File: config.mk
export PLATFORM = sky130hd
export DESIGN_NAME = hilo_ctrl
export DESIGN_NICKNAME = d
export VERILOG_FILES = /design/src/rtl/hilo_pkg.sv /design/src/rtl/hilo_ctrl_div_step.sv /design/src/rtl/hilo_ctrl.sv
export SDC_FILE = /design/constraint.sdc
export NUM_CORES = 2
export LEC_CHECK = 0
export BUFFER_PORTS_ARGS = -buffer_cell sky130_fd_sc_hd__buf_2
export CAP_MARGIN = 20
export CORE_AREA = 5 5 309 311
export CTS_CLUSTER_DIAMETER = 80
export DETAILED_ROUTE_END_ITERATION = 6
export DIE_AREA = 0 0 314 316
export PLACE_DENSITY_LB_ADDON = 0.2
export SYNTH_ARGS = -nofsm -noshare
export SYNTH_HDL_FRONTEND = slang
export SYNTH_HIERARCHICAL = 1
export SYNTH_SLANG_ARGS = --single-unit
File: constraint.sdc
create_clock -name clk -period 8.8 [get_ports clk]
set_input_delay 0.44 -clock clk [delete_from_list [all_inputs] [get_ports clk]]
set_output_delay 0.44 -clock clk [all_outputs]
set_load 0.05 [all_outputs]
File: src/rtl/hilo_pkg.sv
// Shared types and constants for the HI/LO multiply/divide sequencer.
package hilo_pkg;

  typedef enum logic [2:0] {
    OP_NONE  = 3'd0,
    OP_MULT  = 3'd1,
    OP_MULTU = 3'd2,
    OP_DIV   = 3'd3,
    OP_DIVU  = 3'd4,
    OP_MTHI  = 3'd5,
    OP_MTLO  = 3'd6
  } md_op_t;

  typedef enum logic [1:0] {
    ST_IDLE,
    ST_MUL,
    ST_DIV,
    ST_DONE
  } hilo_state_t;

  localparam int DIV_ITERS = 32;

  // Divide-by-zero yields an all-ones quotient; HI returns the raw dividend.
  localparam logic [31:0] DIV0_LO = 32'hFFFF_FFFF;

  function automatic logic is_md(input md_op_t op);
    return (op == OP_MULT) || (op == OP_MULTU) || (op == OP_DIV) || (op == OP_DIVU);
  endfunction

  function automatic logic [31:0] mag(input logic [31:0] v, input logic is_signed);
    return (is_signed && v[31]) ? (32'd0 - v) : v;
  endfunction

endpackage

File: src/rtl/hilo_ctrl_div_step.sv
// One restoring-division iteration on unsigned magnitudes.
module div_step
  import hilo_pkg::*;
(
  input  logic [31:0] rem,
  input  logic [31:0] quo,
  input  logic [31:0] dsr,
  output logic [31:0] rem_next,
  output logic [31:0] quo_next
);

  logic [32:0] shifted;
  logic [32:0] diff;

  // Bit 32 of diff acts as the borrow: set when the shifted remainder is below the divisor.
  always_comb begin
    shifted = {rem, quo[31]};
    diff    = shifted - {1'b0, dsr};
    if (diff[32]) begin
      rem_next = shifted[31:0];
      quo_next = {quo[30:0], 1'b0};
    end else begin
      rem_next = diff[31:0];
      quo_next = {quo[30:0], 1'b1};
    end
  end

endmodule

File: src/rtl/hilo_ctrl.sv
// Multiply/divide sequencer owning HI/LO: pipelined multiplier, iterative divider,
// pipeline stall generation and flush handling.
module hilo_ctrl
  import hilo_pkg::*;
#(
  parameter int MUL_LAT = 2
) (
  input  logic        clk,
  input  logic        reset,
  input  logic        req_i,
  input  md_op_t      op_i,
  input  logic [31:0] a_i,
  input  logic [31:0] b_i,
  input  logic        flush_i,
  output logic        stall_o,
  output logic        done_o,
  output logic [31:0] hi_o,
  output logic [31:0] lo_o
);

  hilo_state_t state_reg, state_next;
  logic [5:0]  cnt_reg, cnt_next;
  md_op_t      op_reg;
  logic [31:0] a_reg;
  logic [63:0] prod_reg;
  logic [31:0] rem_reg, quo_reg, dsr_reg;
  logic        neg_q_reg, neg_r_reg, div0_reg;
  logic [31:0] hi_reg, lo_reg;

  logic        signed_op, accept, mt_write, is_mul_in;
  logic [32:0] ext_a, ext_b;
  logic signed [65:0] prod_full;
  logic [31:0] mag_a, mag_b;
  logic [31:0] step_rem, step_quo, step_dsr, step_rem_next, step_quo_next;
  logic [31:0] res_hi, res_lo;

  assign signed_op = (op_i == OP_MULT) || (op_i == OP_DIV);
  assign is_mul_in = (op_i == OP_MULT) || (op_i == OP_MULTU);
  assign accept    = !flush_i && (state_reg == ST_IDLE) && req_i && is_md(op_i);
  assign mt_write  = !flush_i && (state_reg == ST_IDLE) && req_i &&
                     ((op_i == OP_MTHI) || (op_i == OP_MTLO));

  // The single pipeline stage of the multiplier is captured on the accept edge.
  assign ext_a     = {signed_op & a_i[31], a_i};
  assign ext_b     = {signed_op & b_i[31], b_i};
  assign prod_full = $signed(ext_a) * $signed(ext_b);

  assign mag_a = mag(a_i, signed_op);
  assign mag_b = mag(b_i, signed_op);

  // The first divide iteration runs on the accept edge straight from the operands,
  // which is what lets 32 iterations fit in 32 stall cycles.
  assign step_rem = (state_reg == ST_DIV) ? rem_reg : 32'd0;
  assign step_quo = (state_reg == ST_DIV) ? quo_reg : mag_a;
  assign step_dsr = (state_reg == ST_DIV) ? dsr_reg : mag_b;

  div_step u_div_step (
    .rem      (step_rem),
    .quo      (step_quo),
    .dsr      (step_dsr),
    .rem_next (step_rem_next),
    .quo_next (step_quo_next)
  );

  always_comb begin
    state_next = state_reg;
    cnt_next   = cnt_reg;
    case (state_reg)
      ST_IDLE: begin
        if (accept) begin
          if (is_mul_in) begin
            state_next = (MUL_LAT == 1) ? ST_DONE : ST_MUL;
            cnt_next   = 6'(MUL_LAT - 1);
          end else begin
            state_next = ST_DIV;
            cnt_next   = 6'(DIV_ITERS - 1);
          end
        end
      end
      ST_MUL, ST_DIV: begin
        if (flush_i) begin
          state_next = ST_IDLE;
          cnt_next   = 6'd0;
        end else begin
          cnt_next = cnt_reg - 6'd1;
          if (cnt_reg == 6'd1) state_next = ST_DONE;
        end
      end
      ST_DONE: begin
        state_next = ST_IDLE;
        cnt_next   = 6'd0;
      end
      default: begin
        state_next = ST_IDLE;
        cnt_next   = 6'd0;
      end
    endcase
  end

  always_comb begin
    stall_o = !reset && !flush_i &&
              (((state_reg == ST_IDLE) && req_i && is_md(op_i)) ||
               (state_reg == ST_MUL) || (state_reg == ST_DIV));
    done_o  = !reset && !flush_i && (state_reg == ST_DONE);
  end

  always_comb begin
    res_hi = prod_reg[63:32];
    res_lo = prod_reg[31:0];
    if ((op_reg == OP_DIV) || (op_reg == OP_DIVU)) begin
      if (div0_reg) begin
        res_hi = a_reg;
        res_lo = DIV0_LO;
      end else begin
        res_hi = neg_r_reg ? (32'd0 - rem_reg) : rem_reg;
        res_lo = neg_q_reg ? (32'd0 - quo_reg) : quo_reg;
      end
    end
  end

  always_ff @(posedge clk) begin
    if (reset) begin
      state_reg <= ST_IDLE;
      cnt_reg   <= 6'd0;
      op_reg    <= OP_NONE;
      a_reg     <= 32'd0;
      prod_reg  <= 64'd0;
      rem_reg   <= 32'd0;
      quo_reg   <= 32'd0;
      dsr_reg   <= 32'd0;
      neg_q_reg <= 1'b0;
      neg_r_reg <= 1'b0;
      div0_reg  <= 1'b0;
      hi_reg    <= 32'd0;
      lo_reg    <= 32'd0;
    end else begin
      state_reg <= state_next;
      cnt_reg   <= cnt_next;
      if (accept) begin
        op_reg    <= op_i;
        a_reg     <= a_i;
        prod_reg  <= prod_full[63:0];
        rem_reg   <= step_rem_next;
        quo_reg   <= step_quo_next;
        dsr_reg   <= mag_b;
        neg_q_reg <= signed_op && (a_i[31] ^ b_i[31]);
        neg_r_reg <= signed_op && a_i[31];
        div0_reg  <= (b_i == 32'd0);
      end
      if (state_reg == ST_DIV) begin
        rem_reg <= step_rem_next;
        quo_reg <= step_quo_next;
      end
      if (mt_write) begin
        if (op_i == OP_MTHI) hi_reg <= a_i;
        else                 lo_reg <= a_i;
      end
      if (done_o) begin
        hi_reg <= res_hi;
        lo_reg <= res_lo;
      end
    end
  end

  assign hi_o = hi_reg;
  assign lo_o = lo_reg;

endmodule

=== Word level (Yosys, flattened, before mapping) ===
Cells that the tools add are included.

* Bits in writable memories: 0
* Memory bits (read-only): 0
* Bits in latches: 0
* Register bits: 270
* Memories kept: 0
* Bits of input ports: 71
* Logic and storage cells: 101

* Reduce and logical (&&, ||, !) cells: 31
* $add $sub $neg: 6
* Shift operators: 0
* Multiplexer cells: 32
* Order comparisons: 0
* Eq/ne operators: 15
* Bitwise operators: 3
* Multipliers: 1
* Divide/modulo/power cells: 0

{| class="wikitable"
|+ Operators by type and width
! kind !! number
|-
| two-way mux 32 bit || 22
|-
| subtractor 1 x 32 -> 32 bit, first input constant || 4
|-
| multiplier 33 x 33 -> 64 bit || 1
|-
| subtractor 33 x 32 -> 33 bit || 1
|-
| logical NOT 32 bit || 1
|-
| case mux 6 bit (3 select lines) || 1
|-
| equality test 3 bit, second input constant || 4
|-
| logical AND 1 bit || 12
|-
| two-way mux 6 bit || 2
|-
| equality test 3 x 2 -> 1 bit, second input constant || 3
|-
| logical OR 1 bit || 8
|-
| two-way mux 2 bit || 4
|-
| equality test 6 x 1 -> 1 bit, second input constant || 1
|-
| case mux 2 bit (3 select lines) || 1
|-
| AND reduction 2 bit || 3
|-
| nonzero test 2 bit || 3
|-
| subtractor 6 x 1 -> 6 bit, second input constant || 1
|-
| two-way mux 5 bit || 1
|-
| equality test 2 bit, second input constant || 2
|-
| != test 2 bit, second input constant || 2
|-
| equality test 3 x 1 -> 1 bit, second input constant || 1
|-
| != test 3 bit, second input constant || 1
|-
| bitwise AND 1 bit || 2
|-
| equality test 2 x 1 -> 1 bit, second input constant || 1
|-
| 5 further kinds || 6
|}

=== Logic depth before layout (Yosys ltp) ===
* Depth in word-level cells: 9
* Depth in mapped cells: 32
* Mapped depth without buffers: 28

=== Cells and area by module ===
The synthesis kept the hierarchy.

{| class="wikitable"
|+ Modules (own cells, without submodules)
! module !! cells an instance !! area each (um^2) !! times used
|-
| hilo_ctrl || 6181 || 52464.1 || 1
|-
| div_step || 339 || 2538.7 || 1
|}

=== Least setup slack after synthesis ===
No wires, ideal clock.

* Kind: input-to-reg
* From: in op_i[0]
* To: reg prod_reg[62]
* Path slack: 0.404 ns
* Library setup time: 0.120 ns
* Path buffers: 3
* Arrival: 8.276 ns
* Cell stages on the path: 28
* Required time: 8.680 ns
* Cells stage by stage: nor2b_1 -> and2_1 -> clkbuf_1 -> clkbuf_1 -> clkbuf_1 -> nand2_1 -> inv_1 -> fa_1 -> inv_1 -> fa_1 -> inv_1 -> fa_1 -> fa_1 -> inv_1 -> fa_1 -> fa_1 -> fa_1 -> fa_1 -> inv_1 -> ha_1 -> a21oi_1 -> o21a_1 -> nand2_1 -> a2111oi_0 -> nor2_1 -> o22ai_1 -> o21ai_0 -> a211o_1

* Word-level cells in the longest chain between the ends: 5
* Elaborated cells on any way between the ends: 12

{| class="wikitable"
|+ RTL lines
! element !! RTL line !! RTL
|-
| from (decl) || hilo_ctrl.sv:11 || <nowiki>input md_op_t op_i,</nowiki>
|-
| parallel branches: the longest is 5 deep, another holds multiplier 33 x 33 -> 64 bit || - ||
|-
| to (signal assigned) || hilo_ctrl.sv:142 || <nowiki>prod_reg <= prod_full[63:0];</nowiki>
|-
| to (decl) || hilo_ctrl.sv:25 || <nowiki>logic [63:0] prod_reg;</nowiki>
|}

Several ways; the timed one is not identified.
A chain may end at the register's enable or synchronous reset.

=== Final worst setup path ===
* From: in op_i[0]
* To: reg prod_reg[55]

Same word-level chain as after synthesis.

==> flow_metrics.py <==
metrics = {
    "run_status": {
        "run_status": "complete, but fails checks",
        "violations": "DRC",
    },
    "worst_hold_path": {
        "min_from": "op_i[1]",
        "hold_path_class": "in -> reg",
        "whs_path_depth": 3,
        "min_to": "op_reg[1]",
    },
    "flow_run": {
        "maxCapViolCount": 0,
    },
    "synth": {
        "yosysSeqAreaShare_pct": 9.83,
        "yosysWarnings": 6,
        "yosysMostFrequentCell": "nand2_1",
        "synth_top_area_share_pct": 41.0,
        "ys_top_cells_by_count": "nand2_1 (1182), inv_1 (1181), fa_1 (1126), and2_1 (339), clkbuf_1 (338)",
        "synth.distinct_cells": 78,
        "avgSynthCellArea_um2": 8.44,
        "synth_ff_type": "dfxtp_1",
        "yosysTopAreaCell": "fa_1",
        "syn-cell-area_um2": 55000,
        "syn_nets": 7973,
        "async_reset_ff_share_pct": 0,
        "ys_seq_elements": 270,
        "synth_area_leaders": "fa_1 (41%), dfxtp_1 (9.8%), nand2_1 (8.1%), inv_1 (8.1%), ha_1 (5.8%)",
        "synth_edf_count": 0,
        "synthCells": 6520,
    },
    "setup_path": {
        "crit_path_end_kind": "flop",
        "r2r_setup_slack_ps": 2950,
        "path_class": "in -> reg",
        "reg2reg_from": "state_reg[0]",
        "crit_chain": "buf_2 -> nor2b_2 -> buf_12 -> and2_1 -> nand2_1 -> inv_1 -> fa_1 -> fa_1 -> fa_1 -> clkinvlp_4 -> fa_1 -> fa_1 -> fa_1 -> fa_1 -> fa_1 -> inv_1 -> ha_1 -> nand2_1 -> nor3_1 -> o211ai_1 -> a31oi_1 -> a21oi_1 -> or3_1 -> a31oi_1",
        "crit_fanout": 12,
        "crit_path_start_kind": "primary input",
        "required_ps": 9280,
        "r2r-end": "rem_reg[2]",
        "slowest_stage": "fa_1",
        "cp.arrival_ps": 8650,
        "slowest_delay_ps": 690,
        "rr_worst_depth": 18,
        "path_common_cell": "fa_1",
    },
    "timing": {
        "maxSlewViolCount": 0,
        "finalHoldViolCount": 0,
        "finalCriticalPeriod_ps": 8170,
        "fin_skew_ps": 15.1,
        "fmax_mhz": 122,
        "rsz0062_at_grt": "false",
        "finalSetupViolations": 0,
        "fin_crit_sh_pct": 92.8,
        "tns_ps": 0,
        "tightest_slew_ps": 1070,
        "max_slew_margin_pct": 28.6,
    },
    "grt": {
        "grt_pass1_wl_um": 261000,
        "grt_max_degree": 167,
        "first_global_vias": 46200,
        "grt_overflow": 0,
        "antenna_found_initial": 17,
        "track_usage_pct": 33.6,
    },
    "drt": {
        "first_pass_iters": 7,
        "vias": 44600,
        "post_drt_wl_per_cell_um": 21.6,
        "vias_per_cell": 5.87,
        "drt-initial-drc-count": 4034,
        "wl_met1_um": 65000,
        "dr_wl_met3_um": 12000,
        "drcViolationCount": 1,
        "highest_layer": "met5",
        "wl_um": 164000,
        "dr_wl_met2_um": 78100,
        "ant_nets": 0,
    },
    "clock_network": {
        "ctsHoldBuffers": 0,
        "clk_pin_slew_ps": 70,
        "htreeDepth": 1,
        "root_buffer": "clkbuf_16",
        "cts_sinks": 270,
        "numCtsBuffers": 28,
        "clk_latency_ps": 570,
        "clk_path_buf_depth": 3,
        "cts_tree": "yes",
    },
    "die": {
        "die_y_um": 316,
        "initial_core_util_pct": 59.5,
        "core_um2": 92500,
        "io_pins": 137,
        "die_area_um2": 99200,
        "die_width_um": 314,
        "rows": 112,
    },
    "final_layout": {
        "largest_register_ffs": 64,
        "area_growth_pct": 4.79,
        "nets": 7827,
        "fin_util_pct": 62.3,
        "drive_gt1_share_pct": 6.72,
    },
    "placed_design": {
        "io_buffers": 136,
        "gp_congestion": 0.981,
        "post-dp-hpwl_um": 131000,
    },
}
-- critical path: cells and delay by family --
kind	cells	cell delay, ps
AOI/OAI and AO/OA	4	1200
and+or+nand+nor	6	1490
buffers and inverters	5	790
adders and majority gates	9	4680
-- cell usage in the layout, fill, tap and decap left out, types with 15 or more instances in the layout --
cell type  Yosys  routed
nor2b_1       34      32
nand4_1       30      30
or3_1         19      19
buf_4         31     144
o21bai_1      17      17
ha_1         256     255
a21o_1        46      46
o31ai_1       24      24
nand2b_1      24      23
o41ai_1       18      18
or4_1         18      18
nor2_1       255     252
mux2_4        26      26
a31oi_1       25      25
o22ai_1       25      25
nand3_1       52      52
fa_1        1126    1126
o21ai_0      138     137
and2_1       339     339
a211oi_1     109     109
and3_1        32      32
xnor2_1      126     126
nor3_1        60      60
clkbuf_16      0      30
xor2_1        86      86
nor4_1        15      15
mux2i_1       47      47
buf_2          3     135
inv_1       1181    1180
mux2_2        30      30
a21oi_1      322     322
dfxtp_1      270     269
nand2_1     1182    1180
-- kinds of logic after synthesis --
| family | share of synthesized area (%) |
|---|---|
| flops | 9.83 |
| fa+ha+maj | 46.8 |
| buf+inv | 11.5 |
| xor+xnor | 3.41 |
| simple gates | 17.2 |
| compound gates | 9.07 |
| mux | 2.18 |
-- metal layers --
layer	up-vias	global-route usage, %
li1	19600	-
met1	22800	44.5
met2	1859	55.8
met3	460	4.42
met4	8	14.9
met5	-	0
-- metrics by stage --
step | std cells | setup WS, ps | hold slack (ps) | instance area (um^2)
5_1_grt | 7602 | 47.2 | 190 | 57600
6_report | 7602 | 634 | 167 | 57600
4_1_cts | 7582 | 568 | 154 | 57500
2_1_floorplan | 6520 | 404 | 426 | 55000
3_3_place_gp | 7531 | 139 | 439 | 56500
3_5_place_dp | 7531 | 3.44 | 446 | 56500
-- repair_timing --
action                     in CTS  in global routing
setup endpoints to repair       0                  1
setup buffers                   0                  7
resized for setup               0                  1
-- worst max path at each step --
stage | slack [ps] | endpoint | startpoint | depth (start not counted)
6_report | 630 | prod_reg[55] | op_i[0] | 24
2_1_floorplan | 400 | prod_reg[62] | op_i[0] | 28
5_1_grt | 50 | prod_reg[62] | op_i[0] | 29
3_3_place_gp | 140 | prod_reg[55] | op_i[0] | 24
4_1_cts | 570 | prod_reg[62] | op_i[0] | 26
3_5_place_dp | 3 | prod_reg[62] | op_i[0] | 26
-- final cells by class --
type	instances	area, um^2
multi-input combinational	4599	43300
fill	8142	34900
sequential	270	5410
inverter	1187	4460
timing repair buffer	288	1930
tap	1197	1500
clock buffer	40	817
clock inverter	11	193
antenna	10	25.0
Power is left out: the tool's default activity adds up to more than one toggle a clock period on the data nets, which glitch-free logic cannot reach.
